[config.mk]
export PLATFORM = sky130hd
export DESIGN_NAME = pll_clk_seq
export DESIGN_NICKNAME = d
export VERILOG_FILES = /design/src/rtl/pll_clk_seq.sv
export SDC_FILE = /design/constraint.sdc
export NUM_CORES = 1
export LEC_CHECK = 0
export BUFFER_PORTS_ARGS = -buffer_cell sky130_fd_sc_hd__buf_2
export CAP_MARGIN = 25
export CORE_MARGIN = 10
export CORE_UTILIZATION = 45
export DETAILED_ROUTE_END_ITERATION = 8
export PLACE_DENSITY = 0.67
export SKIP_LAST_GASP = 1
export SYNTH_ARGS = -nofsm -noshare
export SYNTH_HDL_FRONTEND = slang
export SYNTH_SLANG_ARGS = --single-unit
[constraint.sdc]
create_clock -name CLK -period 2.37 [get_ports CLK]
set_input_delay 0.474 -clock CLK [delete_from_list [all_inputs] [get_ports CLK]]
set_output_delay 0.474 -clock CLK [all_outputs]
set_load 0.005 [all_outputs]
[src/rtl/pll_clk_seq.sv]
`default_nettype none
// ============================================================================
// pll_clk_seq : lock-tracking reset sequencer and power-of-two clock divider
// Rev 1.0
// ============================================================================
module pll_clk_seq #(
  parameter int STAGES   = 5,
  parameter int HOLD_CYC = 15,
  parameter int CW       = 4,
  parameter int LOSS_W   = 8
) (
  input  logic              CLK,
  input  logic              RST,
  input  logic              LOCKED,
  input  logic [2:0]        DIV_SEL,
  output logic              RSTX_FAST,
  output logic              CLK_DIV,
  output logic [STAGES-1:0] TICK,
  output logic              RSTX_DIV,
  output logic [LOSS_W-1:0] LOSS_CNT
);

  typedef enum logic [1:0] {
    S_WAIT_LOCK = 2'd0,
    S_HOLD      = 2'd1,
    S_RUN       = 2'd2,
    S_LOST      = 2'd3
  } state_t;

  localparam logic [CW-1:0]     C_HOLD_LAST = CW'(HOLD_CYC - 1);
  localparam logic [2:0]        C_SEL_MAX   = 3'(STAGES - 1);
  localparam logic [STAGES-1:0] C_ONE       = STAGES'(1);
  localparam logic [LOSS_W-1:0] C_LOSS_MAX  = {LOSS_W{1'b1}};

  state_t              r_state;
  logic                r_lock_m;
  logic                r_lock_s;
  logic [CW-1:0]       r_hold;
  logic [STAGES-1:0]   r_p;
  logic [2:0]          r_sel;
  logic [1:0]          r_edge;
  logic                r_rstx_fast;
  logic                r_clk_div;
  logic [STAGES-1:0]   r_tick;
  logic                r_rstx_div;
  logic [LOSS_W-1:0]   r_loss;

  logic [2:0]          w_sel_clamp;
  logic [2:0]          w_sel_run;
  logic [STAGES-1:0]   w_p_inc;
  logic                w_div_run;
  logic                w_rise;
  logic [1:0]          w_edge_run;
  logic [STAGES-1:0]   w_tick_run;

  always_ff @(posedge CLK or posedge RST) begin
    if (RST) begin
      r_lock_m <= 1'b0;
      r_lock_s <= 1'b0;
    end else begin
      r_lock_m <= LOCKED;
      r_lock_s <= r_lock_m;
    end
  end

  // Next-cycle RUN outputs are derived from the incremented phase so every
  // output can be a plain flop; the tap only changes at a phase wrap.
  always_comb begin
    w_sel_clamp = (DIV_SEL > C_SEL_MAX) ? C_SEL_MAX : DIV_SEL;
    w_p_inc     = r_p + C_ONE;
    w_sel_run   = (&r_p) ? w_sel_clamp : r_sel;
    w_div_run   = |(w_p_inc & (C_ONE << w_sel_run));
    w_rise      = w_div_run & ~r_clk_div;
    w_edge_run  = (w_rise && (r_edge != 2'd3)) ? r_edge + 2'd1 : r_edge;
    w_tick_run  = '0;
    for (int k = 0; k < STAGES; k++) begin
      w_tick_run[k] = ((w_p_inc & ((C_ONE << (k + 1)) - C_ONE)) == (C_ONE << k));
    end
  end

  always_ff @(posedge CLK or posedge RST) begin
    if (RST) begin
      r_state     <= S_WAIT_LOCK;
      r_hold      <= '0;
      r_p         <= '0;
      r_sel       <= '0;
      r_edge      <= '0;
      r_rstx_fast <= 1'b0;
      r_clk_div   <= 1'b0;
      r_tick      <= '0;
      r_rstx_div  <= 1'b0;
      r_loss      <= '0;
    end else begin
      case (r_state)
        S_WAIT_LOCK: begin
          if (r_lock_s) begin
            r_state <= S_HOLD;
            r_hold  <= '0;
          end
        end
        S_HOLD: begin
          if (!r_lock_s) begin
            r_state <= S_WAIT_LOCK;
            r_hold  <= '0;
          end else if (r_hold == C_HOLD_LAST) begin
            r_state     <= S_RUN;
            r_hold      <= '0;
            r_rstx_fast <= 1'b1;
            r_p         <= '0;
            r_sel       <= w_sel_clamp;
            r_edge      <= '0;
            r_clk_div   <= 1'b0;
            r_tick      <= '0;
          end else begin
            r_hold <= r_hold + CW'(1);
          end
        end
        S_RUN: begin
          if (!r_lock_s) begin
            r_state     <= S_LOST;
            r_rstx_fast <= 1'b0;
            r_rstx_div  <= 1'b0;
            r_clk_div   <= 1'b0;
            r_tick      <= '0;
            r_p         <= '0;
            r_edge      <= '0;
            if (r_loss != C_LOSS_MAX) begin
              r_loss <= r_loss + LOSS_W'(1);
            end
          end else begin
            r_p       <= w_p_inc;
            r_sel     <= w_sel_run;
            r_clk_div <= w_div_run;
            r_tick    <= w_tick_run;
            r_edge    <= w_edge_run;
            if (w_edge_run == 2'd2) begin
              r_rstx_div <= 1'b1;
            end
          end
        end
        S_LOST: begin
          r_state <= S_WAIT_LOCK;
        end
        default: begin
          r_state <= S_WAIT_LOCK;
        end
      endcase
    end
  end

  assign RSTX_FAST = r_rstx_fast;
  assign CLK_DIV   = r_clk_div;
  assign TICK      = r_tick;
  assign RSTX_DIV  = r_rstx_div;
  assign LOSS_CNT  = r_loss;

endmodule
`default_nettype wire

; ---- After elaboration in Yosys (flattened, before gate mapping)
; Index checks and enable logic that the tools add are counted.
[totals]
ff_bits = 34
output_inout_bits = 16
elab_cells = 89
[classes]
shift = 1
n_mux = 36
n_reduce_logical = 13
bitwise = 4
add_sub_neg = 4
n_eq_ne = 18
magnitude_cmp = 1
[op_table]
columns = operator, n
row1 = 5-bit 2-to-1 mux, 4
row2 = 5-bit case mux with 2 select lines, 2
row3 = 2-bit 2-to-1 mux, 8
row4 = 3-bit 2-to-1 mux, 5
row5 = 4-bit 2-to-1 mux, 3
row6 = "2-bit != test, second input constant", 6
row7 = 3-bit AND reduction, 3
row8 = "8-bit by 1-bit adder with 8-bit output, second input constant", 1
row9 = "2-bit == test, second input constant", 4
row10 = "4-bit == test, second input constant", 2
row11 = 1-bit 2-to-1 mux, 8
row12 = "8-bit != test, second input constant", 1
row13 = 2-bit case mux with 4 select lines, 1
row14 = 4-bit case mux with 2 select lines, 1
row15 = 4-bit AND reduction, 2
row16 = 3-bit case mux with 2 select lines, 1
row17 = "5-bit by 1-bit adder with 5-bit output, second input constant", 1
row18 = 5-bit bitwise AND, 1
row19 = "5-bit == test, second input constant", 1
row20 = 5-bit AND reduction, 1
row21 = 5-bit OR reduction, 1
row22 = "1-bit by 3-bit << shifter with 5-bit output, first input constant", 1
row23 = "4-bit by 1-bit adder with 4-bit output, second input constant", 1
row24 = 1-bit case mux with 2 select lines, 2
row25 = 13 further kinds, 16

; ---- Longest topological paths before layout
[depth]
word_depth = 12
mapped_depth = 9
ltp_nobuf = 9

; ---- Worst setup path before layout
; Ideal clock, no wire load.
[synth_path]
path_type = register to register
from = register r_p[0]
to = register r_edge[1]
t_required_ns = 2.248
arrival_time_ns = 2.472
path_buffers = 0
path_stages_with_launch = 10
setup_slack_ns = -0.224
synth_period_minus_slack_ns = 2.594
setup_time_ns = 0.122
path_cell_list = dfrtp_1 ha_1 and3_1 ha_1 nand2b_2 and3_4 a211o_1 a2111oi_4 o21ai_1 a32o_1
[synth_via]
elab_chain_cells = 10
word_cells_on_any_way = 11
cone_classes = 1 x add/sub / 1 x shift / 4 x mux / 2 x bitwise / 3 x reduce/logical
[synth_lines]
columns = item, line
row1 = from (decl), 39  ; logic [STAGES-1:0] r_p;
row2 = from (signal assigned), 131  ; r_p <= w_p_inc;
row3 = "parallel branches: the longest is 3 deep, another holds 5-bit by 1-bit adder with 5-bit output", n/a
row4 = 5-bit bitwise AND (*), 72  ; w_div_run = |(w_p_inc & (C_ONE << w_sel_run));
row5 = 5-bit OR reduction (*), 72
row6 = 1-bit bitwise AND (*), 73  ; w_rise = w_div_run & ~r_clk_div;
row7 = 1-bit logical AND (*), 74  ; w_edge_run = (w_rise && (r_edge != 2'd3)) ? r_edge + 2'd1 : r_edge;
row8 = 2-bit 2-to-1 mux (*), 74
row9 = 2-bit 2-to-1 mux (*), 119  ; if (!r_lock_s) begin
row10 = 2-bit case mux with 2 select lines (*), 94  ; case (r_state)
row11 = to (signal assigned), 135  ; r_edge <= w_edge_run;
row12 = to (decl), 41  ; logic [1:0] r_edge;
; Mark *: on every way between the ends.
; A chain may end at the register's enable or synchronous reset.

; ---- Worst setup path after layout
[layout_path]
from = register r_p[1]
to = register r_rstx_div, in the netlist RSTX_DIV
[layout_via]
elab_chain_cells = 11
word_cells_on_any_way = 12
cone_classes = 1 x add/sub / 2 x eq/ne / 1 x shift / 2 x mux / 2 x bitwise / 4 x reduce/logical
[layout_lines]
columns = item, line
row1 = "parallel branches: the longest is 3 deep, another holds 5-bit by 1-bit adder with 5-bit output", n/a
row2 = 5-bit bitwise AND (*), 72
row3 = 5-bit OR reduction (*), 72
row4 = 1-bit bitwise AND (*), 73
row5 = 1-bit logical AND (*), 74
row6 = 2-bit 2-to-1 mux (*), 74
row7 = 2-bit == test (*), 136  ; if (w_edge_run == 2'd2) begin
row8 = 2-bit by 1-bit != test with 1-bit output (no line) (*), n/a
row9 = 2-bit AND reduction (no line) (*), n/a
row10 = to (signal assigned), 91  ; r_rstx_div <= 1'b0;
row11 = to (signal assigned), 122  ; r_rstx_div <= 1'b0;
row12 = to (signal assigned), 137  ; r_rstx_div <= 1'b1;
row13 = to (decl), 45  ; logic r_rstx_div;
; Marked as above.

==> flow_metrics.env <==
export IMPL_pwr_density_cell_nw_per_um2=508
export IMPL_rows=21
export IMPL_synth_distinct_cells=40
export IMPL_p_leak_nw=0.945
export IMPL_clockBufferDepth=2
export IMPL_drt_total_wl_um=3270
export IMPL_finish_utilization_pct=56.7
export IMPL_synth_top_cell_by_area="dfrtp_1"
export IMPL_synthFlopType="dfrtp_1"
export IMPL_ctsHoldBuffers=0
export IMPL_placed_cells=222
export IMPL_synth_area_top_cells="dfrtp_1, ha_1, nand2_1, o21ai_0, xnor2_1"
export IMPL_clock_sinks=33
export IMPL_cp_arrival_ps=2620
export IMPL_syn2layout_area_growth_pct=19.7
export IMPL_cap_violations=0
export IMPL_cts_tree="yes"
export IMPL_grt_ovfl_total=0
export IMPL_vias=1218
export IMPL_start_util_pct=47.3
export IMPL_start_kind="flip-flop"
export IMPL_nets=197
export IMPL_worst_pin_slew_ps=409
export IMPL_ys_async_sr_fraction_pct=100
export IMPL_numCtsBuffers=5
export IMPL_grt_pass1_wl_um=5800
export IMPL_layoutNonFillerInstCount=230
export IMPL_cp_max_fo=5
export IMPL_holdWs_ps=194
export IMPL_max_slew_margin_pct=72.7
export IMPL_dieArea_um2=6390
export IMPL_slew_violations=0
export IMPL_crit_path_end_kind="flip-flop"
export IMPL_synth_most_common_cell="dfrtp_1"
export IMPL_synth_cells=151
export IMPL_grt_pass1_vias=1243
export IMPL_finClkSkew_ps=14.9
export IMPL_hold_path_class="input port to async pin"
export IMPL_nFillCells=300
export IMPL_yosys_warnings=0
export IMPL_final_setup_viol_count=0
export IMPL_worstRegToRegCells=10
export IMPL_path_clk_slew_ps=110
export IMPL_hold_viol=0
export IMPL_syn_nets=165
export IMPL_io_buffers=21
export IMPL_multi_input_area_um2=798
export IMPL_post_cts_setup_buffer_count=0
export IMPL_grtUsageTotal_pct=11.5
export IMPL_seq_area_frac_synth_pct=51.1
export IMPL_antenna_found_initial=0
export IMPL_drt_iter0_drc=55
export IMPL_cts_root_buf="clkbuf_4"
export IMPL_yosysTopAreaCellShare_pct=51.1
export IMPL_drc=0
export IMPL_ioPinCount=22
export IMPL_crit_required_ps=2650
export IMPL_dpl_hpwl_um=2460
export IMPL_vias_per_cell=5.30
export IMPL_die_y_um=79.9
export IMPL_worst_slack_ps=28.9
export IMPL_firstDrtPassIters=6
export IMPL_grt_max_degree=34
export IMPL_grt_setup_unrepaired="true"
export IMPL_htreeDepth=2
export IMPL_antenna_left=0
export IMPL_antenna_cells=0
export IMPL_path_class="flip-flop to flip-flop"
export IMPL_syn_area_um2=1620
export IMPL_status="completed"
export IMPL_dp_slack_ps=-38.4
export IMPL_vdd_drop_max_v=0.000331
export IMPL_synth_edff_count=0
export IMPL_fmax_mhz=427
export IMPL_period_needed_ps=2340
export IMPL_gp_congestion=0.836
export IMPL_wire_per_inst_um=14.2
export IMPL_drive_above_1_share_pct=28.8
export IMPL_ys_ff_latch=33
export IMPL_core_um2=3420
export IMPL_synth_commonest_cells="dfrtp_1, nand2_1, o21ai_0"
export IMPL_syn_area_per_cell_um2=10.7
export IMPL_worst_skew_pair_late_latency_ps=340
export IMPL_die_w_um=79.9
export IMPL_fin_crit_sh_pct=98.8
export IMPL_ff_latch_area_um2=826
## final cells by class
type                    count  area share [%]
inverters                   7            1.36
repair buffers             28            8.14
flip-flops and latches     33            42.7
well taps                  46            2.97
clock inverters             1           0.259
clock buffers               7            3.36
multi-input cells         108            41.2
## state kept, by name, summed over array words and instances, names as in the netlist, named ones only
name       count
r_hold         4
r_state        1
r_lock_m       1
r_sel          3
RSTX_FAST      1
LOSS_CNT       8
r_lock_s       1
r_p            5
RSTX_DIV       1
CLK_DIV        1
TICK           4
r_edge         2
## per-stage QoR
stage	setup TNS (ps)	power (mW)	instance area (µm²)
detailed placement	-38.4	0.632	1850
floorplan	-60.6	0.615	1650
CTS	0	0.998	1920
global placement	0	0.628	1850
global route	-219	1.04	1940
finish	0	0.984	1940
## power by group
part	switching [mW]	internal [mW]	total, mW
Sequential	0.00766	0.570	0.577
Clock	0.191	0.172	0.363
Combinational	0.0263	0.0174	0.0437
Total	0.225	0.759	0.984
## critical path, cell delays in order, from the launching register on
cell and delay [ps]:
dfrtp_1 400, ha_2 190, and3_4 180, ha_4 180, nand2b_4 170, and3_4 150
a211o_1 270, a2111oi_4 380, buf_4 180, nand4_1 90, nand3_1 100
## path summary, 6_finish.rpt
path / end / from / slack, ps
worst min register to register: r_lock_s$_DFF_PP0_ / r_lock_m$_DFF_PP0_ / 350
worst min-delay path: r_lock_s$_DFF_PP0_ / RST / 190
worst max register to register: RSTX_DIV$_DFFE_PP0P_ / r_p[1]$_DFFE_PP0P_ / 30
worst max-delay path: RSTX_DIV$_DFFE_PP0P_ / r_p[1]$_DFFE_PP0P_ / 30
min in group CLK: r_lock_m$_DFF_PP0_ / LOCKED / 250
max in group asynchronous: LOSS_CNT[4]$_DFFE_PP0P_ / RST / 1870
## placed cells by master (no fill, tap or decap), types with 2 or more instances in the layout
master    instances
a21oi_1           2
a22o_1            3
and3_4            2
buf_2            21
buf_4             7
clkbuf_4          5
clkbuf_8          2
dfrtp_1          33
ha_1              6
inv_1             7
mux2_2            3
nand2_1          21
nand2b_1          3
nand3_1           8
nand4_1           4
nor2_1            5
nor2b_1           3
o21ai_0          15
xnor2_1           5
xor2_1            4
## cell families (layout without fill, tap and decap cells)
group	count (synthesis)	in the layout	share of synthesized area, %
AND/OR/NAND/NOR	53	53	17.3
AO/OA/AOI/OAI	33	33	14.7
XOR/XNOR	9	9	4.88
multiplexers	5	5	3.33
flip-flops	33	33	51.1
buffers and inverters	10	43	2.55
adder cells (fa/ha/maj)	8	8	6.19
## metal layers
metal | global-route usage (%) | wire, µm | share of wire [%] | vias to the layer above
li1 | - | - | - | 594
met1 | 13.5 | 1440 | 44 | 593
met2 | 18.1 | 1590 | 49 | 26
met3 | 4.84 | 191 | 5.8 | 5
met4 | 4.23 | 51 | 1.6 | 0
met5 | 0 | 0 | 0 | -
## repair_timing
action	CTS	global route
gates resized for setup	1	2
setup endpoints to repair	2	3
cloned	0	0
pin swaps	2	0
(Power assumes the default switching activity.)
